$ cat config.mk
export PLATFORM = sky130hd
export DESIGN_NAME = cpu_fetch_unit
export DESIGN_NICKNAME = d
export VERILOG_FILES = /design/src/rtl/cpu_pkg.sv /design/src/rtl/cpu_fetch_unit.sv
export SDC_FILE = /design/constraint.sdc
export NUM_CORES = 1
export LEC_CHECK = 0
export CORE_MARGIN = 1.5
export CORE_UTILIZATION = 40
export CTS_CLUSTER_DIAMETER = 100
export CTS_CLUSTER_SIZE = 14
export DETAILED_ROUTE_END_ITERATION = 12
export PLACE_DENSITY = 0.87
export SLEW_MARGIN = 25
export SYNTH_ARGS = -nofsm -noshare
export SYNTH_HDL_FRONTEND = slang
export SYNTH_SLANG_ARGS = --single-unit
$ cat constraint.sdc
create_clock -name clk -period 1.93 [get_ports clk]
set_clock_uncertainty 0.1 [all_clocks]
set_input_delay 0.386 -clock clk [delete_from_list [all_inputs] [get_ports clk]]
set_output_delay 0.386 -clock clk [all_outputs]
set_load 0.01 [all_outputs]
$ cat src/rtl/cpu_pkg.sv
// Shared types and constants for the instruction fetch stage.
package cpu_pkg;

   localparam int INSTR_WIDTH = 32;
   localparam logic [INSTR_WIDTH-1:0] NOP_INSTR = 32'h0000_0013;

   typedef enum logic [1:0] {
      REQ  = 2'd0,
      WAIT = 2'd1,
      HOLD = 2'd2
   } fetch_state_t;

endpackage

$ cat src/rtl/cpu_fetch_unit.sv
// Instruction fetch: owns the PC, keeps one imem request in flight, holds the word for decode.
// state | meaning
// REQ   | request for pc offered to imem, waiting for acceptance
// WAIT  | request accepted, waiting for the response (dropped if kill is set)
// HOLD  | instruction presented to decode until consumed or redirected
module cpu_fetch_unit
   import cpu_pkg::*;
#(
   parameter int                    DATA_WIDTH = 32,
   parameter logic [DATA_WIDTH-1:0] RESET_PC   = '0
) (
   input  logic                   clk,
   input  logic                   rst_n,
   output logic                   imem_req_vld,
   input  logic                   imem_req_rdy,
   output logic [DATA_WIDTH-1:0]  imem_addr,
   input  logic                   imem_rsp_vld,
   input  logic [INSTR_WIDTH-1:0] imem_rsp_data,
   input  logic                   stall,
   input  logic                   redirect_vld,
   input  logic [DATA_WIDTH-1:0]  redirect_pc,
   output logic                   instr_vld,
   output logic [INSTR_WIDTH-1:0] instr,
   output logic [DATA_WIDTH-1:0]  instr_pc,
   output logic [DATA_WIDTH-1:0]  instr_pc_plus4,
   output logic                   misalign_err
);

   fetch_state_t           state_q, state_d;
   logic [DATA_WIDTH-1:0]  pc_q, pc_d;
   logic                   kill_q, kill_d;
   logic                   req_vld_q, req_vld_d;
   logic                   instr_vld_q, instr_vld_d;
   logic [INSTR_WIDTH-1:0] instr_q, instr_d;
   logic [DATA_WIDTH-1:0]  instr_pc_q, instr_pc_d;
   logic                   misalign_q, misalign_d;
   logic [DATA_WIDTH-1:0]  redir_pc;
   logic [DATA_WIDTH-1:0]  pc_plus4;

   assign redir_pc = {redirect_pc[DATA_WIDTH-1:2], 2'b00};
   assign pc_plus4 = pc_q + DATA_WIDTH'(4);

   always_comb begin
      state_d     = state_q;
      pc_d        = pc_q;
      kill_d      = kill_q;
      instr_vld_d = instr_vld_q;
      instr_d     = instr_q;
      instr_pc_d  = instr_pc_q;
      misalign_d  = redirect_vld && (redirect_pc[1:0] != 2'b00);

      case (state_q)
         REQ: begin
            // req_vld_q gates acceptance so the first cycle out of reset issues nothing
            if (req_vld_q && imem_req_rdy) begin
               state_d = WAIT;
               if (redirect_vld) begin
                  kill_d = 1'b1;
                  pc_d   = redir_pc;
               end
            end else if (redirect_vld) begin
               pc_d = redir_pc;
            end
         end
         WAIT: begin
            if (redirect_vld) begin
               pc_d = redir_pc;
               if (imem_rsp_vld) begin
                  kill_d  = 1'b0;
                  state_d = REQ;
               end else begin
                  kill_d = 1'b1;
               end
            end else if (imem_rsp_vld) begin
               if (kill_q) begin
                  kill_d  = 1'b0;
                  state_d = REQ;
               end else begin
                  instr_d     = imem_rsp_data;
                  instr_pc_d  = pc_q;
                  instr_vld_d = 1'b1;
                  state_d     = HOLD;
               end
            end
         end
         HOLD: begin
            if (redirect_vld) begin
               pc_d        = redir_pc;
               instr_vld_d = 1'b0;
               state_d     = REQ;
            end else if (!stall) begin
               pc_d        = pc_plus4;
               instr_vld_d = 1'b0;
               state_d     = REQ;
            end
         end
         default: begin
            state_d = REQ;
         end
      endcase

      req_vld_d = (state_d == REQ);
   end

   always_ff @(posedge clk or negedge rst_n) begin
      if (!rst_n) begin
         state_q     <= REQ;
         pc_q        <= RESET_PC;
         kill_q      <= 1'b0;
         req_vld_q   <= 1'b0;
         instr_vld_q <= 1'b0;
         instr_q     <= NOP_INSTR;
         instr_pc_q  <= RESET_PC;
         misalign_q  <= 1'b0;
      end else begin
         state_q     <= state_d;
         pc_q        <= pc_d;
         kill_q      <= kill_d;
         req_vld_q   <= req_vld_d;
         instr_vld_q <= instr_vld_d;
         instr_q     <= instr_d;
         instr_pc_q  <= instr_pc_d;
         misalign_q  <= misalign_d;
      end
   end

   assign imem_req_vld   = req_vld_q;
   assign imem_addr      = pc_q;
   assign instr_vld      = instr_vld_q;
   assign instr          = instr_q;
   assign instr_pc       = instr_pc_q;
   assign instr_pc_plus4 = instr_pc_q + DATA_WIDTH'(4);
   assign misalign_err   = misalign_q;

endmodule

==> impl_metrics.yaml, run 1 <==
synthesis:
  yosysTopAreaCell: "dfrtp_1"
  yosysTopAreaCellShare_pct: 47.1
  synth_warnings: 0
  yosysMostFrequentCell: "dfrtp_1"
  synth.ff_latch_count: 98
  synth-edff-count: 0
  synthTopCellsByCount: "95 x dfrtp_1, 53 x mux2_2, 48 x nand2_1"
  synth_mux_area_share_pct: 13.6
  synth.distinct_cells: 59
  syn_inst: 477
  yosys.area_share.simple_pct: 17.1
  postSynthAreaPerCell_um2: 10.6
  ys_seq_area_share_pct: 48.7
  synth_compound_area_share_pct: 11.1
  synthTopCellsByArea: "dfrtp_1 47%, mux2_2 12%, xnor2_1 3.6%"
  syn-cell-area_mm2: 0.00504
  async_reset_ff_share_pct: 100
  synthAdderAreaFrac_pct: 0.496
  synth_ff_type: "dfrtp_1"
  synth_xor_area_share_pct: 4.86
  synth_top_family_by_area: "simple AND/OR/NAND/NOR gates"
run:
  cap_violations: 0
setup_path:
  slowest_stage: "dfrtp_2"
  critPathCaptureType: "output port"
  reg2reg_depth: 7
  cp-endpoint: "instr_pc_plus4[27]"
  start_kind: "flip-flop"
  cp.required_ps: 1440
  path_cells: "and3_4 -> nand3_4 -> nor3_4 -> buf_12 -> nand4_1 -> xnor2_2 -> buf_2"
  startpoint: "instr_pc[4]"
  critPathMaxStageDelay_ps: 370
  rr_startpoint: "imem_addr[21]"
  r2r_end: "imem_addr[24]"
  critical_path_peak_fanout: 5
  rrSetupSlack_ps: 50
  arrival_ps: 1870
  crit_type: "reg2out"
place:
  hpwl_um: 12400
  place_ws_ps: -563
  numPlacedInstances: 918
  io_buffers: 194
  gp_congestion: 0.875
  placed_area_mm2: 0.00795
global_routing:
  grt_pass1_vias: 5175
  grt_util_all_layers_pct: 25.1
  grt_max_degree: 57
  grt_pass1_wl_um: 25900
  antenna_found_initial: 0
  grt-ovfl-total: 0
clock_network:
  cts_made_buffers: 9
  clockBufferDepth: 2
  clkLatencyLatePin_ps: 350
  clk_pin_slew_ps: 70
  cts_sinks: 98
  cts_tree: "built"
  ctsRootBufferMaster: "clkbuf_16"
  htreeDepth: 3
floorplanning:
  core_area_mm2: 0.0122
  fp.dieH_um: 115
  initial_core_util_pct: 41.5
  chipWidth_um: 115
  rows: 40
  dieArea_mm2: 0.0133
  num_io_pins: 201
layout:
  num_antenna_cells: 0
  drive_above_1_share_pct: 38.9
  finalNetCount: 867
  final_cells: 968
  syn_to_final_growth_pct: 73.7
  fin_area_mm2: 0.00876
  fin_util_pct: 72.0
sta:
  finalCritPeriodShare_pct: 122
  setup_tns_ps: -7550
  finalCriticalPeriod_ps: 2360
  rsz0062_at_grt: "true"
  fin_ws_ps: -430
  hold_viol_final: 0
  setup_viol: 25
  hold_ws_ps: 379
  fmax_mhz: 424
  finalMaxSlewViolations: 0
routing:
  ant_nets: 0
  vias: 5178
  drt_iter0_drc: 265
  wl_um: 17600
  drtPass1Iterations: 5
  vias_per_cell: 5.35
  wire_per_inst_um: 18.2
  drc: 0
power:
  pwr_density_cell_mw_per_mm2: 1300
  power_mw: 11.4
  ir_drop_uv: 711
  power.leakage_nw: 3.96
outcome:
  failed_checks: "setup timing"
  status: "finished, violations left"
hold_path:
  hold_path_class: "in2async"
==> layer usage <==
| layer | routed length (µm) | share of wire (%) | up-vias | track usage, % |
|---|---|---|---|---|
| met5 | 0 | 0 | - | 0 |
| met2 | 9170 | 52 | 214 | 43.4 |
| met4 | 530 | 3.0 | 0 | 11.7 |
| li1 | - | - | 2368 | - |
| met1 | 6960 | 40 | 2558 | 30.8 |
| met3 | 927 | 5.3 | 38 | 4.11 |
==> repair_timing <==
| item | 4_1_cts | 5_1_grt |
|---|---|---|
| gates cloned | 1 | 1 |
| hold endpoints to repair | 21 | 0 |
| buffers inserted | 15 | 18 |
| setup endpoints to repair | 46 | 56 |
| resized for setup | 166 | 52 |
| hold buffers | 1 | 0 |
| pin swaps | 32 | 32 |
==> registers in the layout, indices dropped and copies added, names as in the netlist <==
name          flops
misalign_err      1
instr_pc         30
imem_req_vld      1
imem_addr        30
state_q           2
kill_q            1
instr_vld         1
instr            32
==> cell usage in the layout, fill, tap and decap left out, types with 12 or more instances in the layout <==
master,count
a21oi_1,28
buf_2,27
buf_4,124
clkdlybuf4s50_1,143
dfrtp_1,88
dlymetal6s2s_1,12
mux2_2,53
nand2_1,41
nand3_1,19
nand4_1,14
nor2_1,17
o21ai_0,16
o22ai_1,12
==> worst min path at each step <==
stage | from | to | slack [ps]
global route | instr[28] | instr[28] | 410
CTS | rst_n | imem_addr[27] | 390
finish | rst_n | state_q[1] | 380
floorplan | rst_n | imem_addr[10] | -10
detailed placement | rst_n | imem_addr[26] | 220
global placement | rst_n | misalign_err | 210
==> power breakdown <==
group          switching [mW]  leakage (nW)  total [mW]  internal, mW
Combinational            2.63          2.66        6.09          3.46
Sequential              0.552          1.15        3.45          2.90
Clock                   0.813         0.149        1.86          1.04
==> area by class of cell <==
cell class | instances | area, µm²
Clock inverter | 6 | 65.1
Multi-Input combinational cell | 347 | 2770
Sequential cell | 98 | 2460
Timing Repair Buffer | 333 | 2980
Clock buffer | 10 | 239
Inverter | 6 | 25.0
Fill cell | 872 | 3400
Tap cell | 168 | 210
==> cell families (layout without fill, tap and decap cells) <==
kind of cell / count (synthesis) / in the layout
buf+inv: 37 / 355
xor+xnor: 28 / 28
fa+ha+maj: 2 / 2
flops: 98 / 98
compound gates: 89 / 89
mux: 61 / 61
other cells: 1 / 6
simple gates: 161 / 161
==> critical path: cells and delay by family, from the launching register on <==
family                 cells  cell delay, ps
XOR/XNOR                   1             160
buffers and inverters      2             310
flip-flops                 1             370
AND/OR/NAND/NOR            4             690
No activity file was read; power rests on OpenSTA's default activity.
==> inputs of run 2 (changes only) <==
PLACE_DENSITY = 0.78   (was 0.87)
==> run 2 against run 1 <==
The run still ends with setup timing left. Sequential share of layout area up 0.13 points. Sequential power about the same. Global-route usage increased by 0.38 points. Worst setup slack gained 6.0 ps. Power up 0.47%. Register-to-register slack barely moved. Final area decreased by 0.44%. Critical path type unchanged. First-iteration DRC count up 9.8%. Flip-flop and latch count unchanged.
==> impl_metrics.yaml, run 2 (synthesized netlist as in run 1, its figures left out) <==
outcome:
  status: "finished, violations left"
  failed_checks: "setup timing"
layout:
  final_cells: 958
  ff_latch_area_mm2: 0.00246
  final_cell_mix: "139 x clkdlybuf4s50_1, 113 x buf_4, 88 x dfrtp_1, 53 x mux2_2, 44 x nand2_1"
  drive_above_1_share_pct: 38.1
  finalNetCount: 857
  mostFrequentLayoutCell: "clkdlybuf4s50_1"
  syn_to_final_growth_pct: 73.0
  largest_reg_flops: 32
  num_antenna_cells: 0
  multi_input_area_mm2: 0.00276
  fillers: 889
power:
  switching_share_pct: 34.3
  sequentialPowerShare_pct: 30.3
  p_comb_share_pct: 52.1
  power.leakage_nw: 3.89
  intPower_mw: 7.52
  ir_drop_uv: 732
  pwr_density_cell_mw_per_mm2: 1310
  power_mw: 11.4
  switching_power_mw: 3.93
  clockPowerShare_pct: 17.6
sta:
  finalCritPeriodShare_pct: 122
  hold_ws_ps: 396
  rsz0062_at_grt: "true"
  fin_ws_ps: -424
  fmax_mhz: 425
  setup_viol: 25
  finalMaxSlewViolations: 0
  setup_tns_ps: -7260
  hold_viol_final: 0
  finalCriticalPeriod_ps: 2350
place:
  place_ws_ps: -549
  numPlacedInstances: 920
  gp_congestion: 0.833
  io_buffers: 194
  hpwl_um: 12600
setup_path:
  cp.required_ps: 1440
  start_kind: "flip-flop"
  critPathCaptureType: "output port"
  path_cells: "and4_4 -> and3_4 -> and3_4 -> nand4_1 -> xnor2_2 -> buf_2"
  crit_type: "reg2out"
  slowest_stage: "dfrtp_2"
  arrival_ps: 1870
  crit_path_frequent_cell: "and3_4"
  critical_path_peak_fanout: 6
  reg2reg_depth: 6
  critPathMaxStageDelay_ps: 370
hold_path:
  holdPathStages: 1
  hold_path_class: "reg2reg"
routing:
  drc: 0
  vias_per_cell: 5.39
  drt_iter0_drc: 291
  drtPass1Iterations: 4
  vias: 5166
  wl_um: 17200
  ant_nets: 0
  wire_per_inst_um: 18.0
clock_network:
  cts_tree: "built"
  cts_sinks: 98
  clkLatencyLatePin_ps: 350
  clk_pin_slew_ps: 70
  ctsRootBufferMaster: "clkbuf_16"
  htreeDepth: 3
  cts_made_buffers: 9
  clockBufferDepth: 2
global_routing:
  grt_pass1_vias: 5151
  grt_pass1_wl_um: 26100
  grt_util_all_layers_pct: 25.5
  antenna_found_initial: 0
  grt-ovfl-total: 0
  grt_max_degree: 58
floorplanning:
  core_area_mm2: 0.0122
  chipWidth_um: 115
  rows: 40
  dieArea_mm2: 0.0133
  fp.dieH_um: 115
  num_io_pins: 201
  initial_core_util_pct: 41.5
run:
  cap_violations: 0
## run 2: cell count changes in the layout (fill, tap and decap cells not counted), moves of 3 or more
cell	before	now
buf_4	124	113
clkdlybuf4s50_1	143	139
dlymetal6s2s_1	12	16
nand2_1	41	44
nor2_2	0	3
## run 2: metrics by stage
step / utilization, % / area, µm²
floorplan: - / 5130
global route: 71.7 / 8720
CTS: 69.0 / 8390
detailed placement: 65.5 / 7970
finish: 71.7 / 8720
global placement: 65.5 / 7970
## run 2: power groups by stage
stage	logic, mW	clock network, mW	registers, mW
after floorplan	1.68	0	4.01
after global placement	5.88	0	3.38
after detailed placement	6.01	0	3.46
after CTS	5.81	2.05	3.45
after global routing	6.36	2.14	3.55
final	5.97	2.01	3.47
## run 2: worst paths after layout
path	startpoint	to	slack, ps
max	instr_pc[16]	instr_pc_plus4[27]	-420
min	instr[14]	instr[14]	400
max reg2reg	imem_addr[3]	imem_addr[26]	50
min reg2reg	instr[14]	instr[14]	400
max in group asynchronous	rst_n	instr_pc[15]	950
min in group asynchronous	rst_n	misalign_err	460
## run 2: layer usage
layer | vias to the layer above | GRT usage [%] | wire (µm) | share of wire [%]
met5 | - | 0 | 0 | 0
met4 | 0 | 10.6 | 431 | 2.5
met3 | 27 | 3.85 | 988 | 5.7
met2 | 216 | 43.8 | 8840 | 51
met1 | 2571 | 32.2 | 6990 | 41
li1 | 2352 | - | - | -
## run 2: area by class of cell
class                           count  area share, %
Sequential cell                    98           28.3
Clock buffer                       12           3.06
Clock inverter                      4          0.832
Multi-Input combinational cell    347           31.6
Inverter                            6          0.287
Timing Repair Buffer              323           33.6
Tap cell                          168           2.41
## run 2: repair_timing
| item | 4_1_cts | 5_1_grt |
|---|---|---|
| hold buffers | 1 | 0 |
| resized for setup | 164 | 48 |
| gates cloned | 0 | 1 |
| buffers inserted | 6 | 15 |
| pin swaps | 30 | 35 |
| hold endpoints to repair | 95 | 0 |
| setup endpoints to repair | 36 | 56 |
## run 2: worst max-delay path, delay by kind of cell, from the launching register on
family	cells	cell delay, ps
and+or+nand+nor	4	830
DFF	1	370
xor gates and xnor gates	1	180
buffers and inverters	1	150
==> inputs of run 3 (changes only) <==
ABC_CLOCK_PERIOD_IN_PS = 1930   (was not set)
==> results of run 3 <==
Final layout, timing and power as in run 2 (identical DEF).
